$ cat src/rtl/timer_digit_loader.sv
// Keypad digit entry and parallel-load sequencer for a BCD mm:ss cook timer.
// Digits shift in from the right; start commits them to the counters via load_n.
module timer_digit_loader #(
  parameter int LOAD_CYCLES = 2
) (
  input  logic       clk,
  input  logic       clear,
  input  logic       key_valid,
  input  logic [3:0] key_digit,
  input  logic       start,
  input  logic       cancel,
  input  logic       timer_zero,
  output logic [3:0] min_tens,
  output logic [3:0] min_ones,
  output logic [3:0] sec_tens,
  output logic [3:0] sec_ones,
  output logic       load_n,
  output logic       busy,
  output logic [2:0] digit_count,
  output logic       error
);

  localparam int CW = (LOAD_CYCLES > 1) ? $clog2(LOAD_CYCLES) : 1;

  typedef enum logic [1:0] {
    IDLE  = 2'd0,
    ENTRY = 2'd1,
    LOAD  = 2'd2,
    RUN   = 2'd3
  } state_t;

  state_t          state_r;
  logic [CW-1:0]   load_cnt_r;
  logic            first_run_r;

  logic            key_bad_s;
  logic            can_shift_s;
  logic            start_ok_s;
  logic            last_load_s;

  function automatic logic is_bcd(input logic [3:0] d);
    return (d <= 4'd9);
  endfunction

  assign key_bad_s   = key_valid && !is_bcd(key_digit);
  assign can_shift_s = key_valid && is_bcd(key_digit) && (digit_count < 3'd4);
  // seconds tens above 5 is not a real time, and 00:00 would finish instantly
  assign start_ok_s  = (sec_tens <= 4'd5) &&
                       ({min_tens, min_ones, sec_tens, sec_ones} != 16'd0);
  assign last_load_s = (load_cnt_r == CW'(LOAD_CYCLES - 1));

  // Entry/load/run sequencer with all outputs registered
  always_ff @(posedge clk or posedge clear) begin
    if (clear) begin
      state_r     <= IDLE;
      load_cnt_r  <= '0;
      first_run_r <= 1'b0;
      min_tens    <= 4'd0;
      min_ones    <= 4'd0;
      sec_tens    <= 4'd0;
      sec_ones    <= 4'd0;
      digit_count <= 3'd0;
      load_n      <= 1'b1;
      busy        <= 1'b0;
      error       <= 1'b0;
    end else begin
      error <= 1'b0;
      if (cancel) begin
        state_r     <= IDLE;
        load_cnt_r  <= '0;
        first_run_r <= 1'b0;
        min_tens    <= 4'd0;
        min_ones    <= 4'd0;
        sec_tens    <= 4'd0;
        sec_ones    <= 4'd0;
        digit_count <= 3'd0;
        load_n      <= 1'b1;
        busy        <= 1'b0;
      end else begin
        case (state_r)
          IDLE: begin
            if (can_shift_s) begin
              min_tens    <= min_ones;
              min_ones    <= sec_tens;
              sec_tens    <= sec_ones;
              sec_ones    <= key_digit;
              digit_count <= digit_count + 3'd1;
              state_r     <= ENTRY;
            end else if (key_bad_s) begin
              error <= 1'b1;
            end else begin
              state_r <= IDLE;
            end
          end
          ENTRY: begin
            // start outranks any key in the same cycle, accepted or not
            if (start) begin
              if (start_ok_s) begin
                state_r    <= LOAD;
                load_cnt_r <= '0;
                load_n     <= 1'b0;
                busy       <= 1'b1;
              end else begin
                error <= 1'b1;
              end
            end else if (can_shift_s) begin
              min_tens    <= min_ones;
              min_ones    <= sec_tens;
              sec_tens    <= sec_ones;
              sec_ones    <= key_digit;
              digit_count <= digit_count + 3'd1;
            end else if (key_bad_s) begin
              error <= 1'b1;
            end else begin
              state_r <= ENTRY;
            end
          end
          LOAD: begin
            if (last_load_s) begin
              state_r     <= RUN;
              load_n      <= 1'b1;
              first_run_r <= 1'b1;
            end else begin
              load_cnt_r <= load_cnt_r + CW'(1'b1);
            end
          end
          RUN: begin
            // counters may still show zero in the cycle right after the load
            if (first_run_r) begin
              first_run_r <= 1'b0;
            end else if (timer_zero) begin
              state_r     <= IDLE;
              min_tens    <= 4'd0;
              min_ones    <= 4'd0;
              sec_tens    <= 4'd0;
              sec_ones    <= 4'd0;
              digit_count <= 3'd0;
              busy        <= 1'b0;
            end else begin
              state_r <= RUN;
            end
          end
          default: begin
            state_r <= IDLE;
            load_n  <= 1'b1;
            busy    <= 1'b0;
          end
        endcase
      end
    end
  end

endmodule
$ cat config.mk
export PLATFORM = sky130hd
export DESIGN_NAME = timer_digit_loader
export DESIGN_NICKNAME = d
export VERILOG_FILES = /design/src/rtl/timer_digit_loader.sv
export SDC_FILE = /design/constraint.sdc
export NUM_CORES = 1
export LEC_CHECK = 0
export ABC_CLOCK_PERIOD_IN_PS = 3100
export BUFFER_PORTS_ARGS = -buffer_cell sky130_fd_sc_hd__buf_2
export CORE_MARGIN = 5
export CORE_UTILIZATION = 54
export CTS_CLUSTER_DIAMETER = 200
export CTS_CLUSTER_SIZE = 28
export DETAILED_ROUTE_END_ITERATION = 6
export PLACE_DENSITY_LB_ADDON = 0.1
export SETUP_SLACK_MARGIN = 0.4
export SLEW_MARGIN = 20
export SYNTH_ARGS = -nofsm -noshare
export SYNTH_HDL_FRONTEND = slang
export SYNTH_SLANG_ARGS = --single-unit
$ cat constraint.sdc
create_clock -name clk -period 3.1 [get_ports clk]
set_input_delay 0.31 -clock clk [delete_from_list [all_inputs] [get_ports clk]]
set_output_delay 0.31 -clock clk [all_outputs]
set_load 0.01 [all_outputs]
==> summary.txt, run 1 <==
Clocking
  • Clock root buffer: clkbuf_4
  • Clock Pin Slew Worst Setup and Hold Paths: 0.13 ns
  • H-Tree Level Count: 1
  • Cts hold-fix bufs: 0
  • Post-CTS sizing: 0
  • Clock Sink Count: 26
  • Clock tree from TritonCTS: yes
  • Post-CTS setup-driven buffer insertion count: 0
  • Number of buffers added by the clock tree synthesis step: 3
  • Latest clock arrival within the worst-skew pair: 0.31 ns
  • Max Buffers Root-to-Sink: 2

Critical path
  • Critical Path Fanout Max: 18
  • Endpoint class of the critical path: flop
  • Buf+Inv Stages, Crit Path: 0
  • Cells along the critical path: a21oi_2, nand3_1, nor2_2, mux2_2
  • Maximum cell stage delay along the critical path: 0.58 ns
  • Classification of the worst setup path: flop to flop
  • Required time reported for the critical path endpoint: 3.36 ns
  • Slowest cell on crit path: nor2_2
  • Critical Path Start Type: flop
  • Critical path's top delay family: simple AND/OR/NAND/NOR gates
  • Arrival @ worst endpoint: 2.05 ns

Cells and area
  • Filler cells: 197
  • P&R area growth vs syn: 14.0%
  • Most frequent standard cell in the layout excluding fill and tap cells: buf_2
  • Post-route core utilization: 0.630
  • Total inserted antenna cells: 0
  • Non-filler instance count after layout: 157
  • # nets final: 141
  • Post-route cell area: 1350 um^2
  • Total area of multi-input combinational cells: 470 um^2
  • Commonest non-fill, non-tap cells in the layout: buf_2, dfrtp_1, a22o_1
  • Share of cells above drive strength 1: 0.326
  • Sequential cell area: 652 um^2

Timing
  • Minimum clock period after layout: 1.79 ns
  • Final hold violations: 0
  • Hold WS: 0.0480 ns
  • Final setup TNS: 0 ns
  • Number of endpoints failing setup at the final stage: 0
  • Transition time at the pin with the least slew margin: 0.877 ns
  • Unrepaired setup endpoints after global routing: false
  • Worst rel slew slack: 0.412
  • Post-route clock skew: 0.00187 ns
  • Number of slew-limit violations in the final report: 0
  • Share of the clock period used by the worst path after layout: 0.576
  • Max Freq: 560 MHz

GRT
  • All-layer global routing usage: 0.162
  • Maximum number of pins on one net before global-route repair: 27
  • GRT overflow: 0
  • Number of global-route vias before repair: 899
  • Antenna violations before repair: 0
  • Wire length of the first global-routing pass: 4130 um

Logic synthesis
  • Leading post-synthesis cells by cell area: dfrtp_1, a22o_1, buf_6
  • Sequential share of the synthesized area: 0.549
  • Syn_area_per_cell: 11.9 um^2
  • Number of distinct library cells after synthesis: 37
  • Post-synthesis async set-or-reset flop share: 1.00
  • Syn_nets: 111
  • Portion of synthesized cell area occupied by the leading cell type: 0.527
  • Total of flip-flops plus latches after synthesis: 26
  • Synthesized instance count: 100
  • Number of warnings printed during yosys synthesis: 0
  • Synth Cell Area: 1190 um^2
  • Most used DFF post-synth: dfrtp_1
  • Number of synthesized flops with an enable pin: 0
  • Post-synthesis cell type with the largest combined area: dfrtp_1

Detailed routing
  • Total Wirelength: 2430 um
  • Initial DRT Pass Iterations: 4
  • Average vias per placed instance: 5.75
  • Average wire per cell in the routed design: 15.5 um
  • Count of routing violations after the opening detailed-route iteration: 20
  • DRC: 0
  • Via count: 902
  • Post-route antenna net violation count: 0

Die
  • Initial Utilization: 0.553
  • Total I/O pin count: 32
  • Core footprint: 2150 um^2
  • X dimension of the die: 56.9 um
  • Area enclosed by the die boundary: 3240 um^2
  • Chip Height: 56.9 um
  • Row count: 17

Power and ir drop
  • Power Dens Cells: 466 nW/um^2
  • Peak VDD IR: 0.402 mV
  • Static leakage: 0.690 nW

Place
  • IO Port Bufs: 31
  • Placer's final routability congestion estimate: 0.814
  • Post-Place Cell Area: 1330 um^2
  • Number of instances in the placed design: 153
  • Placed wire-length estimate: 1760 um

Run status
  • Result of the run: complete, no violations

Hold path
  • Worst Hold Class: input port to async pin

Flow run
  • Number of max-cap violations: 0
synth_stat cells, types with 2 or more instances:
master / count
o21a_1: 2
nor2_1: 5
buf_6: 3
nor4_1: 4
a21oi_1: 5
o21ai_0: 2
nand3_1: 2
mux2i_1: 2
dfrtp_1: 25
inv_1: 4
nor3b_1: 2
a22o_1: 17
nand2_1: 3
cells by family (layout without fill, tap and decap cells):
family / count (synthesis) / in the layout / synth area share
DFF: 26 / 26 / 0.549
muxes: 3 / 3 / 0.0263
adders and majority gates: 1 / 1 / 0.0105
and+or+nand+nor: 24 / 24 / 0.114
buffers and inverters: 10 / 39 / 0.0548
AOI/OAI and AO/OA: 36 / 36 / 0.246
worst paths after layout:
path | startpoint | to | slack, ns | depth (start not counted)
setup / recovery | state_r[1] | digit_count[0] | 1.32 | 4
hold / removal | clear | min_ones[1] | 0.05 | 2
setup reg to reg | state_r[1] | digit_count[0] | 1.32 | 4
hold reg to reg | busy | busy | 0.50 | 1
max in group asynchronous | clear | state_r[1] | 2.65 | 2
min in group clk | key_digit[0] | sec_ones[0] | 0.21 | 2
power breakdown:
group | switching, W | leakage, nW | internal [W]
registers | 0.0000222 | 0.355 | 0.000355
logic | 0.0000645 | 0.320 | 0.0000458
clock network | 0.0000931 | 0.0150 | 0.0000503
layer usage:
metal | GRT usage | part of all wire | up-vias
met2 | 0.258 | 0.46 | 27
met4 | 0.0232 | 0.0062 | 0
met3 | 0.0552 | 0.051 | 2
met1 | 0.218 | 0.48 | 440
met5 | 0 | 0 | -
li1 | - | - | 433
cell type report:
| cell class | instances | area share |
|---|---|---|
| clock buffer | 4 | 0.0194 |
| timing repair buffer | 31 | 0.115 |
| sequential | 26 | 0.482 |
| tap | 28 | 0.0259 |
| inverter | 4 | 0.0111 |
| multi-input combinational | 64 | 0.348 |
flip-flops by register name (all words and copies together) (netlist names):
| name | count |
|---|---|
| load_n | 1 |
| sec_ones | 4 |
| last_load_s | 1 |
| min_ones | 4 |
| error | 1 |
| first_run_r | 1 |
| digit_count | 3 |
| state_r | 2 |
| min_tens | 4 |
| sec_tens | 4 |
| busy | 1 |
per-stage QoR:
| stage | power [W] | setup WS (ns) |
|---|---|---|
| 2_1_floorplan | 0.000469 | 1.67 |
| 3_3_place_gp | 0.000491 | 1.43 |
| 3_5_place_dp | 0.000495 | 1.35 |
| 4_1_cts | 0.000638 | 1.33 |
| 5_1_grt | 0.000672 | 1.20 |
| 6_report | 0.000631 | 1.32 |
Power figures use the tool's default switching activity.
==> inputs of run 2 (changes only) <==
--- a/config.mk
+++ b/config.mk
@@ -5,10 +5,10 @@
 export SDC_FILE = /design/constraint.sdc
 export NUM_CORES = 1
 export LEC_CHECK = 0
-export ABC_CLOCK_PERIOD_IN_PS = 3100
+export ABC_CLOCK_PERIOD_IN_PS = 1500
 export BUFFER_PORTS_ARGS = -buffer_cell sky130_fd_sc_hd__buf_2
 export CORE_MARGIN = 5
-export CORE_UTILIZATION = 54
+export CORE_UTILIZATION = 46
 export CTS_CLUSTER_DIAMETER = 200
 export CTS_CLUSTER_SIZE = 28
 export DETAILED_ROUTE_END_ITERATION = 6
==> constraint.sdc (replaced) <==
create_clock -name clk -period 1.5 [get_ports clk]
set_input_delay 0.15 -clock clk [delete_from_list [all_inputs] [get_ports clk]]
set_output_delay 0.15 -clock clk [all_outputs]
set_load 0.01 [all_outputs]
==> summary.txt, run 2 (synthesis gave the netlist of run 1 again) <==
Power and ir drop
  • Static leakage: 0.933 nW
  • Sequential share of power: 0.447
  • Sw Ratio: 0.282
  • Internal power summed over all cells: 0.00124 W
  • Portion of total power attributed to the clock network: 0.284
  • Switching power of the nets: 0.000489 W
  • Peak VDD IR: 0.692 mV
  • Final total power: 0.00173 W
  • Power Dens Cells: 908 nW/um^2
  • Comb power frac: 0.269

Timing
  • Unrepaired setup endpoints after global routing: true
  • Transition time at the pin with the least slew margin: 0.498 ns
  • Worst rel slew slack: 0.665
  • Hold WS: 0.0252 ns
  • Setup slack of the critical path after layout: -0.00453 ns
  • Final hold violations: 0
  • Number of slew-limit violations in the final report: 0
  • Final setup TNS: -0.00453 ns
  • Post-route clock skew: 0.0109 ns
  • Max Freq: 665 MHz
  • Share of the clock period used by the worst path after layout: 1.00
  • Minimum clock period after layout: 1.50 ns
  • Number of endpoints failing setup at the final stage: 1

Critical path
  • Classification of the worst setup path: flop to flop
  • Endpoint class of the critical path: flop
  • Required time reported for the critical path endpoint: 1.74 ns
  • Critical Path Fanout Max: 3
  • Critical Path Start Type: flop
  • Arrival @ worst endpoint: 1.75 ns

GRT
  • Number of global-route vias before repair: 1,051
  • GRT overflow: 0
  • Antenna violations before repair: 0
  • Maximum number of pins on one net before global-route repair: 27
  • All-layer global routing usage: 0.198
  • Wire length of the first global-routing pass: 5310 um

Detailed routing
  • Average wire per cell in the routed design: 17.9 um
  • Total Wirelength: 3480 um
  • Max Used Layer: met4
  • Average vias per placed instance: 5.65
  • M1 WL: 1520 um
  • Routed length on met3: 158 um
  • Post-route antenna net violation count: 0
  • Count of routing violations after the opening detailed-route iteration: 21
  • Via count: 1,102
  • DRC: 0
  • Detailed-routed wire length on met2: 1770 um
  • Initial DRT Pass Iterations: 4

Die
  • Area enclosed by the die boundary: 3700 um^2
  • X dimension of the die: 60.8 um
  • Row count: 18
  • Core footprint: 2480 um^2
  • Initial Utilization: 0.479
  • Chip Height: 60.8 um
  • Total I/O pin count: 32

Clocking
  • H-Tree Level Count: 1
  • Number of buffers added by the clock tree synthesis step: 3
  • Max Buffers Root-to-Sink: 2
  • Clock Pin Slew Worst Setup and Hold Paths: 0.15 ns
  • Clock Sink Count: 26
  • Clock tree from TritonCTS: yes
  • Latest clock arrival within the worst-skew pair: 0.33 ns
  • Clock root buffer: clkbuf_4

Cells and area
  • # nets final: 177
  • Share of cells above drive strength 1: 0.558
  • P&R area growth vs syn: 60.5%
  • Total inserted antenna cells: 0
  • Non-filler instance count after layout: 195
  • Most frequent standard cell in the layout excluding fill and tap cells: dfrtp_1
  • Post-route cell area: 1910 um^2
  • Commonest non-fill, non-tap cells in the layout: dfrtp_1, buf_6, buf_2

Place
  • Placer's final routability congestion estimate: 0.903
  • Post-Place Cell Area: 1420 um^2
  • Placed wire-length estimate: 1970 um
  • Number of instances in the placed design: 165
  • IO Port Bufs: 31

Flow run
  • Number of max-cap violations: 0

Hold path
  • Worst Hold Class: input port to flop

Run status
  • Result of the run: finished, violations left
  • Violations in the final reports: setup timing
run 2: power groups by stage:
stage	clock network [W]	logic, W	registers (W)
global route	0.000531	0.000495	0.000778
finish	0.000491	0.000466	0.000774
detailed placement	0	0.000272	0.000789
floorplan	0	0.000190	0.000783
CTS	0.000496	0.000384	0.000768
global placement	0	0.000268	0.000786
run 2: cell type report:
cell class / instances / area (um^2)
Fill cell: 154 / 572
Tap cell: 30 / 37.5
Timing Repair Buffer: 64 / 522
Sequential cell: 26 / 654
Clock buffer: 3 / 22.5
Inverter: 4 / 18.8
Multi-Input combinational cell: 67 / 621
Clock inverter: 1 / 30.0
run 2: metrics by stage:
step / worst slack (ns) / utilization
2_1_floorplan: 0.0711 / -
3_3_place_gp: 0.0375 / 0.574
4_1_cts: 0.0903 / 0.697
6_report: -0.00453 / 0.769
5_1_grt: -0.0617 / 0.769
3_5_place_dp: 0.0384 / 0.574
run 2: what timing repair did:
action,CTS,global route
endpoints found under the setup margin,30,44
gates cloned,3,0
hold endpoints to repair,25,0
setup buffers,14,8
hold buffers,1,0
pin swaps,13,6
gates resized for setup,26,22
run 2: critical path, cell delays in order (launching register included):
cell,delay [ns]
dfrtp_1,0.44
nor4_2,0.30
nand4_1,0.22
nor2_2,0.22
a2111oi_4,0.06
mux2i_1,0.18
run 2: metal layers:
metal,track usage,up-vias
met5,0,-
met3,0.0340,4
met4,0.0650,0
met2,0.344,34
met1,0.248,549
li1,-,515
run 2: final timing paths:
| kind | startpoint | to | slack [ns] | cells past startpoint |
|---|---|---|---|---|
| setup / recovery | sec_ones[1] | state_r[0] | -0.005 | 5 |
| setup reg to reg | sec_ones[1] | state_r[0] | -0.005 | 5 |
| hold reg to reg | busy | busy | 0.51 | 1 |
| min in group asynchronous | clear | min_tens[1] | 0.39 | 4 |
| hold / removal | key_digit[0] | sec_ones[0] | 0.03 | 2 |
| max in group asynchronous | clear | load_n | 0.80 | 4 |
